===== src/rtl/chart_recorder_if.sv =====
// Bundle of the drum-chart recorder's control pulses and chart/status outputs.
// start, clear and tick are single-cycle pulses sampled on clock; hit is a raw asynchronous level.
interface chart_recorder_if #(
  parameter int SLOTS  = 100,
  parameter int WINDOW = 10,
  parameter int IDX_W  = 7
);
  logic              tick;
  logic              hit;
  logic              start;
  logic              clear;
  logic [SLOTS-1:0]  chart;
  logic [WINDOW-1:0] window;
  logic [IDX_W-1:0]  slot_idx;
  logic              recording;
  logic              done;
  logic [1:0]        state;

  modport master (
    output tick, hit, start, clear,
    input  chart, window, slot_idx, recording, done, state
  );

  modport slave (
    input  tick, hit, start, clear,
    output chart, window, slot_idx, recording, done, state
  );
endinterface


===== src/rtl/chart_recorder.sv =====
// Records drum presses into an MSB-first slot chart, one slot per tick, for later
// loading into the note shifter's song register.
module chart_recorder #(
  parameter int SLOTS  = 100,
  parameter int WINDOW = 10,
  parameter int IDX_W  = 7
) (
  input  logic           clock,
  input  logic           resetn,
  chart_recorder_if.slave bus
);

  localparam logic [1:0] S_IDLE   = 2'd0;
  localparam logic [1:0] S_ARMED  = 2'd1;
  localparam logic [1:0] S_RECORD = 2'd2;
  localparam logic [1:0] S_DONE   = 2'd3;

  localparam logic [IDX_W-1:0] LAST_IDX = IDX_W'(SLOTS - 1);

  logic             hit_s1;
  logic             hit_s2;
  logic             hit_d;
  logic             hit_edge;

  logic [1:0]       state;
  logic [1:0]       state_n;
  logic [SLOTS-1:0] chart_q;
  logic [SLOTS-1:0] chart_n;
  logic [IDX_W-1:0] slot_idx;
  logic [IDX_W-1:0] slot_idx_n;
  logic [IDX_W-1:0] wr_pos;
  logic             pending;
  logic             pending_n;
  logic             recording;
  logic             done;

  // Two-flop synchronizer plus a delayed copy for rising-edge detection.
  always_ff @(posedge clock or negedge resetn) begin
    if (!resetn) begin
      hit_s1 <= 1'b0;
      hit_s2 <= 1'b0;
      hit_d  <= 1'b0;
    end else begin
      hit_s1 <= bus.hit;
      hit_s2 <= hit_s1;
      hit_d  <= hit_s2;
    end
  end

  assign hit_edge = hit_s2 & ~hit_d;

  // Slot 0 lives in the MSB, so the open slot maps to bit SLOTS-1-slot_idx.
  assign wr_pos = LAST_IDX - slot_idx;

  always_comb begin
    state_n    = state;
    chart_n    = chart_q;
    slot_idx_n = slot_idx;
    pending_n  = pending;

    if (bus.clear) begin
      state_n    = S_IDLE;
      chart_n    = '0;
      slot_idx_n = '0;
      pending_n  = 1'b0;
    end else begin
      case (state)
        S_IDLE: begin
          pending_n = 1'b0;
          if (bus.start) begin
            chart_n    = '0;
            slot_idx_n = '0;
            state_n    = S_ARMED;
          end
        end
        S_ARMED: begin
          pending_n = 1'b0;
          if (bus.tick) begin
            slot_idx_n = '0;
            state_n    = S_RECORD;
          end
        end
        S_RECORD: begin
          if (bus.tick) begin
            // An edge arriving together with the tick belongs to the closing slot.
            chart_n[wr_pos] = pending | hit_edge;
            pending_n       = 1'b0;
            if (slot_idx == LAST_IDX) begin
              state_n = S_DONE;
            end else begin
              slot_idx_n = slot_idx + 1'b1;
            end
          end else if (hit_edge) begin
            pending_n = 1'b1;
          end
        end
        S_DONE: begin
          pending_n = 1'b0;
          if (bus.start) begin
            chart_n    = '0;
            slot_idx_n = '0;
            state_n    = S_ARMED;
          end
        end
        default: begin
          state_n    = S_IDLE;
          chart_n    = '0;
          slot_idx_n = '0;
          pending_n  = 1'b0;
        end
      endcase
    end
  end

  always_ff @(posedge clock or negedge resetn) begin
    if (!resetn) begin
      state     <= S_IDLE;
      chart_q   <= '0;
      slot_idx  <= '0;
      pending   <= 1'b0;
      recording <= 1'b0;
      done      <= 1'b0;
    end else begin
      state     <= state_n;
      chart_q   <= chart_n;
      slot_idx  <= slot_idx_n;
      pending   <= pending_n;
      recording <= (state_n == S_RECORD);
      done      <= (state_n == S_DONE);
    end
  end

  assign bus.chart     = chart_q;
  assign bus.window    = chart_q[SLOTS-1 -: WINDOW];
  assign bus.slot_idx  = slot_idx;
  assign bus.recording = recording;
  assign bus.done      = done;
  assign bus.state     = state;

endmodule


===== src/flat_wrapper.sv =====
// flat-port wrapper written by rule: the top's interface ports become plain ports
module chart_recorder_flat 
#(
  parameter int SLOTS  = 100,
  parameter int WINDOW = 10,
  parameter int IDX_W  = 7
)
  (clock, resetn, bus_tick, bus_hit, bus_start, bus_clear, bus_chart, bus_window, bus_slot_idx, bus_recording, bus_done, bus_state);
  chart_recorder_if #(.SLOTS(SLOTS), .WINDOW(WINDOW), .IDX_W(IDX_W)) bus_i ();
  input  logic clock;
  input  logic resetn;
  input wire logic [$bits(bus_i.tick)-1:0] bus_tick;
  input wire logic [$bits(bus_i.hit)-1:0] bus_hit;
  input wire logic [$bits(bus_i.start)-1:0] bus_start;
  input wire logic [$bits(bus_i.clear)-1:0] bus_clear;
  output wire logic [$bits(bus_i.chart)-1:0] bus_chart;
  output wire logic [$bits(bus_i.window)-1:0] bus_window;
  output wire logic [$bits(bus_i.slot_idx)-1:0] bus_slot_idx;
  output wire logic [$bits(bus_i.recording)-1:0] bus_recording;
  output wire logic [$bits(bus_i.done)-1:0] bus_done;
  output wire logic [$bits(bus_i.state)-1:0] bus_state;
  assign bus_i.tick = bus_tick;
  assign bus_i.hit = bus_hit;
  assign bus_i.start = bus_start;
  assign bus_i.clear = bus_clear;
  assign bus_chart = bus_i.chart;
  assign bus_window = bus_i.window;
  assign bus_slot_idx = bus_i.slot_idx;
  assign bus_recording = bus_i.recording;
  assign bus_done = bus_i.done;
  assign bus_state = bus_i.state;
  chart_recorder #(.SLOTS(SLOTS), .WINDOW(WINDOW), .IDX_W(IDX_W)) u_core (.clock(clock), .resetn(resetn), .bus(bus_i));
endmodule

===== config.mk =====
export PLATFORM = sky130hd
export DESIGN_NAME = chart_recorder_flat
export DESIGN_NICKNAME = d
export VERILOG_FILES = /design/src/rtl/chart_recorder_if.sv /design/src/rtl/chart_recorder.sv /design/src/flat_wrapper.sv
export SDC_FILE = /design/constraint.sdc
export NUM_CORES = 1
export LEC_CHECK = 0
export ABC_CLOCK_PERIOD_IN_PS = 5400
export BUFFER_PORTS_ARGS = -buffer_cell sky130_fd_sc_hd__buf_2
export CORE_MARGIN = 1.5
export CORE_UTILIZATION = 55
export CTS_CLUSTER_DIAMETER = 30
export CTS_CLUSTER_SIZE = 30
export DETAILED_ROUTE_END_ITERATION = 16
export PLACE_DENSITY = 0.81
export RECOVER_POWER = 100
export SYNTH_ARGS = -nofsm -noshare
export SYNTH_HDL_FRONTEND = slang
export SYNTH_SLANG_ARGS = --single-unit
export TNS_END_PERCENT = 5

===== constraint.sdc =====
create_clock -name clock -period 5.4 [get_ports clock]
set_input_delay 1.08 -clock clock [delete_from_list [all_inputs] [get_ports clock]]
set_output_delay 1.08 -clock clock [all_outputs]
set_load 0.01 [all_outputs]

After elaboration in Yosys (flattened, before gate mapping)
Cells that the tools add are included.

storage, ports and cells
  register bits = 115
  input bits = 6
  logic and storage cells = 57

cells by class
  $add $sub $neg = 2
  magnitude comparators = 2
  equality and inequality tests = 11
  mux-type cells = 23
  bitwise gates (word level) = 3
  reductions and logical operators = 7

operators by type and width
  kind                 number
  $mux 100             3
  $pmux 100 s2         1
  $bwmux 100           1
  $mux 7               5
  $pmux 7 s3           1
  $mux 2               5
  $ne 3x3->1 const B   3
  $eq 2x2->1 const B   4
  $lt 7x8->1 const B   1
  $add 7x1->7 const B  1
  $demux 1 s7          1
  $eq 7x7->1 const B   1
  $ge 7x1->1 const B   1
  $sub 7x7->7 const A  1
  $pmux 2 s3           1
  $mux 1               4
  $ne 4x3->1 const B   1
  $reduce_and 4->1     1
  $ne 3x1->1 const B   1
  $reduce_and 3->1     1
  $reduce_bool 3->1    1
  $reduce_or 3->1      1
  $eq 2x1->1 const B   1
  $logic_not 2->1      1
  6 further kinds      6

Longest topological paths before layout
  depth in word-level cells = 9
  mapped depth = 11
  depth with buffers taken out = 7

Worst setup path before layout
No wires, ideal clock.

  kind = input-to-reg
  from = input port bus_tick
  to = register u_core.chart_q[52] (netlist: u_core.bus.chart[52])
  arrival time = 2,193 ps
  setup slack = 3,067 ps
  stages on the path = 7
  cell sequence = clkbuf_2 > nand2b_1 > a31o_2 > nand2_1 > buf_2 > o311ai_0 > o21ai_0

between the ends
  cells in the longest elaborated chain, start to end = 2

ends and longest elaborated chain
  element                            line                   source
  from (decl)                        flat_wrapper.sv:12     input wire logic [$bits(bus_i.tick)-1:0] bus_tick;
  $ne 3x3->1 (no source line)        --
  $reduce_and 3->1 (no source line)  --
  to (signal assigned)               chart_recorder.sv:125  chart_q <= chart_n;
  to (decl)                          chart_recorder.sv:27   logic [SLOTS-1:0] chart_q;

No other way between the ends.
A chain may end at the register's enable or synchronous reset.

==> flow_metrics.env <==
export IMPL_cts_hold_buffers=0
export IMPL_synth_area_top_cells="dfrtp_1, o211ai_1, o21ai_0"
export IMPL_start_util_pct=56.64
export IMPL_yosysWarnings=0
export IMPL_root_buffer="clkbuf_8"
export IMPL_rows=36
export IMPL_required_ps=5510
export IMPL_grt_total_usage_pct=31.84
export IMPL_synthCells=529
export IMPL_tns_ps=0
export IMPL_ys_seq_area_share_pct=51.98
export IMPL_final_antenna_net_count=0
export IMPL_cp_top_family="buffers and inverters"
export IMPL_fin_nets=640
export IMPL_worst_path_max_delay_cell="clkbuf_1"
export IMPL_drt_pass1_iterations=6
export IMPL_synth_edf_count=0
export IMPL_setup_viol=0
export IMPL_run_status="finished, violations left"
export IMPL_antenna_found_initial=0
export IMPL_grt_pass1_wl_um=25550
export IMPL_cp_end_kind="async pin"
export IMPL_drive_above_1_share_pct=7.813
export IMPL_post_cts_setup_buffers=0
export IMPL_cp_arrival_ps=3630
export IMPL_area_growth_pct=16.14
export IMPL_cts_made_buffers=17
export IMPL_power_density_nw_per_um2=339.1
export IMPL_synthesis_nets=542
export IMPL_cts_repair_resized=0
export IMPL_ys_async_sr_fraction_pct=100.0
export IMPL_utilization_pct=65.78
export IMPL_violations="capacitance limit, slew limit"
export IMPL_postRouteWirelength_um=16210
export IMPL_hp_class="register to register"
export IMPL_grt_pass1_vias=4788
export IMPL_worstPathCellList="buf_4 > clkbuf_1"
export IMPL_rsz0062_at_grt="no"
export IMPL_drc=0
export IMPL_syn_area_per_cell_um2=10.47
export IMPL_yosys_area_top_type="dfrtp_1"
export IMPL_path_class="input port to async pin"
export IMPL_ios=127
export IMPL_grt_max_degree=72
export IMPL_clkLatencyLatePin_ps=520
export IMPL_period_share_pct=65.04
export IMPL_cts_sinks=115
export IMPL_critical_path_buf_inv_count=2
export IMPL_report_final_slew_viol_count=46
export IMPL_vias_per_cell=6.519
export IMPL_drtIter0Drc=495
export IMPL_ys_ff_latch=115
export IMPL_yosysTopAreaCellShare_pct=51.98
export IMPL_max_cap_violations=1
export IMPL_post_drt_wl_per_cell_um=20.97
export IMPL_cts_tree="yes"
export IMPL_die_h_um=103.3
export IMPL_die_w_um=103.3
export IMPL_synth_main_ff_cell="dfrtp_1"
export IMPL_skew_ps=11.29
export IMPL_p_leak_nw=2.537
export IMPL_vias=5039
export IMPL_grt_ovfl_total=0
export IMPL_period_minus_slack_ps=3512
export IMPL_netlist_area_um2=5537
export IMPL_dieArea_um2=10680
export IMPL_portBuffers=126
export IMPL_worst_pin_slew_ps=2431
export IMPL_clock_path_buffers=2
export IMPL_htreeDepth=4
export IMPL_fmax_mhz=284.7
export IMPL_cp_slowest_stage_delay_ps=1790
export IMPL_core_area_um2=9774
export IMPL_start_kind="input port"
export IMPL_hpwl_um=10790
export IMPL_cts_clk_slew_worst_paths_ps=60
export IMPL_gp_congestion=0.8781
export IMPL_diodes=0
export IMPL_path_max_fanout=71
export IMPL_synth_cell_type_count=56
export IMPL_slew_limit_headroom_pct=-62.09
export IMPL_peakVddDrop_v=0.0002351
export IMPL_hold_viol=0
==> cells in the final DEF (no fill, tap or decap), types with 2 or more instances in the layout <==
master and instances:
clkinv_4 3, o41ai_1 2, inv_1 10, nor2b_1 4, ha_1 7, nand2_1 28
bufinv_16 2, a31o_2 2, o211ai_1 86, o311ai_0 13, clkbuf_1 122, nand3_1 15
clkbuf_8 2, clkbuf_16 16, nand2b_1 8, a21oi_1 6, and2_0 3, dfrtp_1 115
nor2_1 13, a32o_1 4, or2_0 2, o21ai_0 103, or2_1 3, inv_6 4
o21ai_1 3, xnor2_1 8, o32ai_1 2, buf_2 4, clkinvlp_4 2, buf_4 3
nor3_1 6, and3_1 4, or3_1 2, a21oi_4 2, clkinv_2 3, o31ai_1 7
or2_2 2
==> flip-flops by register name (all words and copies together), names as in the netlist <==
register              count
u_core.hit_s1             1
u_core.bus.recording      1
u_core.bus.state          2
u_core.bus.slot_idx       7
u_core.hit_s2             1
u_core.bus.done           1
u_core.pending            1
u_core.bus.chart        100
u_core.hit_d              1
==> worst paths after layout <==
path / startpoint / endpoint / slack [ps] / cells past startpoint
hold reg to reg: u_core.hit_s1$_DFF_PN0_ / u_core.hit_s2$_DFF_PN0_ / 360 / 0
hold / removal: u_core.hit_s1$_DFF_PN0_ / u_core.hit_s2$_DFF_PN0_ / 360 / 0
setup / recovery: resetn / u_core.bus.chart[80]$_DFFE_PN0P_ / 1890 / 2
setup reg to reg: u_core.bus.slot_idx[2]$_DFFE_PN0P_ / u_core.bus.chart[93]$_DFFE_PN0P_ / 1970 / 7
max in group clock: u_core.bus.slot_idx[2]$_DFFE_PN0P_ / u_core.bus.chart[93]$_DFFE_PN0P_ / 1970 / 7
min in group asynchronous: resetn / u_core.bus.chart[48]$_DFFE_PN0P_ / 690 / 1
==> cells by family (layout without fill, tap and decap cells) <==
group / Yosys count / after routing / share of synthesized area, %
compound gates: 238 / 238 / 29.42
flops: 115 / 115 / 51.98
simple gates: 98 / 98 / 9.333
buf+inv: 61 / 172 / 6.079
xor+xnor: 9 / 9 / 1.424
fa+ha+maj: 7 / 7 / 1.582
mux: 1 / 1 / 0.1808
==> Yosys cell counts (8+ instances only) <==
| library cell | number |
|---|---|
| buf_2 | 21 |
| nand2b_1 | 8 |
| o21ai_2 | 8 |
| nand2_1 | 28 |
| inv_1 | 10 |
| dfrtp_1 | 115 |
| buf_4 | 13 |
| nand3_1 | 15 |
| nor2_1 | 13 |
| o21ai_0 | 91 |
| xnor2_1 | 8 |
| o211ai_1 | 85 |
| o311ai_0 | 8 |
| clkbuf_1 | 9 |
==> per-stage QoR <==
stage / area, um2 / setup WS (ps) / instances / hold slack [ps] / power [W]
2_1_floorplan: 5537 / 3067 / 529 / 331.2 / 0.001039
3_3_place_gp: 6077 / 2627 / 741 / 332.8 / 0.001093
3_5_place_dp: 6077 / 2404 / 741 / 339.3 / 0.001102
4_1_cts: 6656 / 2631 / 773 / 357.5 / 0.002184
5_1_grt: 6430 / 1322 / 773 / 368.7 / 0.002254
6_report: 6430 / 1888 / 773 / 357.8 / 0.002180
==> where the power goes <==
| group | internal [W] | switching, W | total [W] |
|---|---|---|---|
| logic | 0.0000488 | 0.000159 | 0.000207 |
| registers | 0.000871 | 0.00000997 | 0.000881 |
| clock network | 0.000673 | 0.000419 | 0.00109 |
==> final cells by class <==
| class | instances | area [um2] |
|---|---|---|
| Inverter | 11 | 42.54 |
| Multi-Input combinational cell | 353 | 2263 |
| Fill cell | 824 | 3344 |
| Clock inverter | 14 | 151.4 |
| Tap cell | 133 | 166.4 |
| Sequential cell | 115 | 2878 |
| Timing Repair Buffer | 129 | 500.5 |
| Clock buffer | 18 | 427.9 |
==> routing by layer <==
| layer | global-route usage, % | wire length, um | share of wire (%) |
|---|---|---|---|
| met5 | 0 | 0 | 0 |
| met3 | 9.005 | 1530 | 9.4 |
| met1 | 43.46 | 6486 | 40 |
| met2 | 47.32 | 7644 | 47 |
| met4 | 14.86 | 551 | 3.4 |
Note: power is estimated with default switching activity, not from simulation.
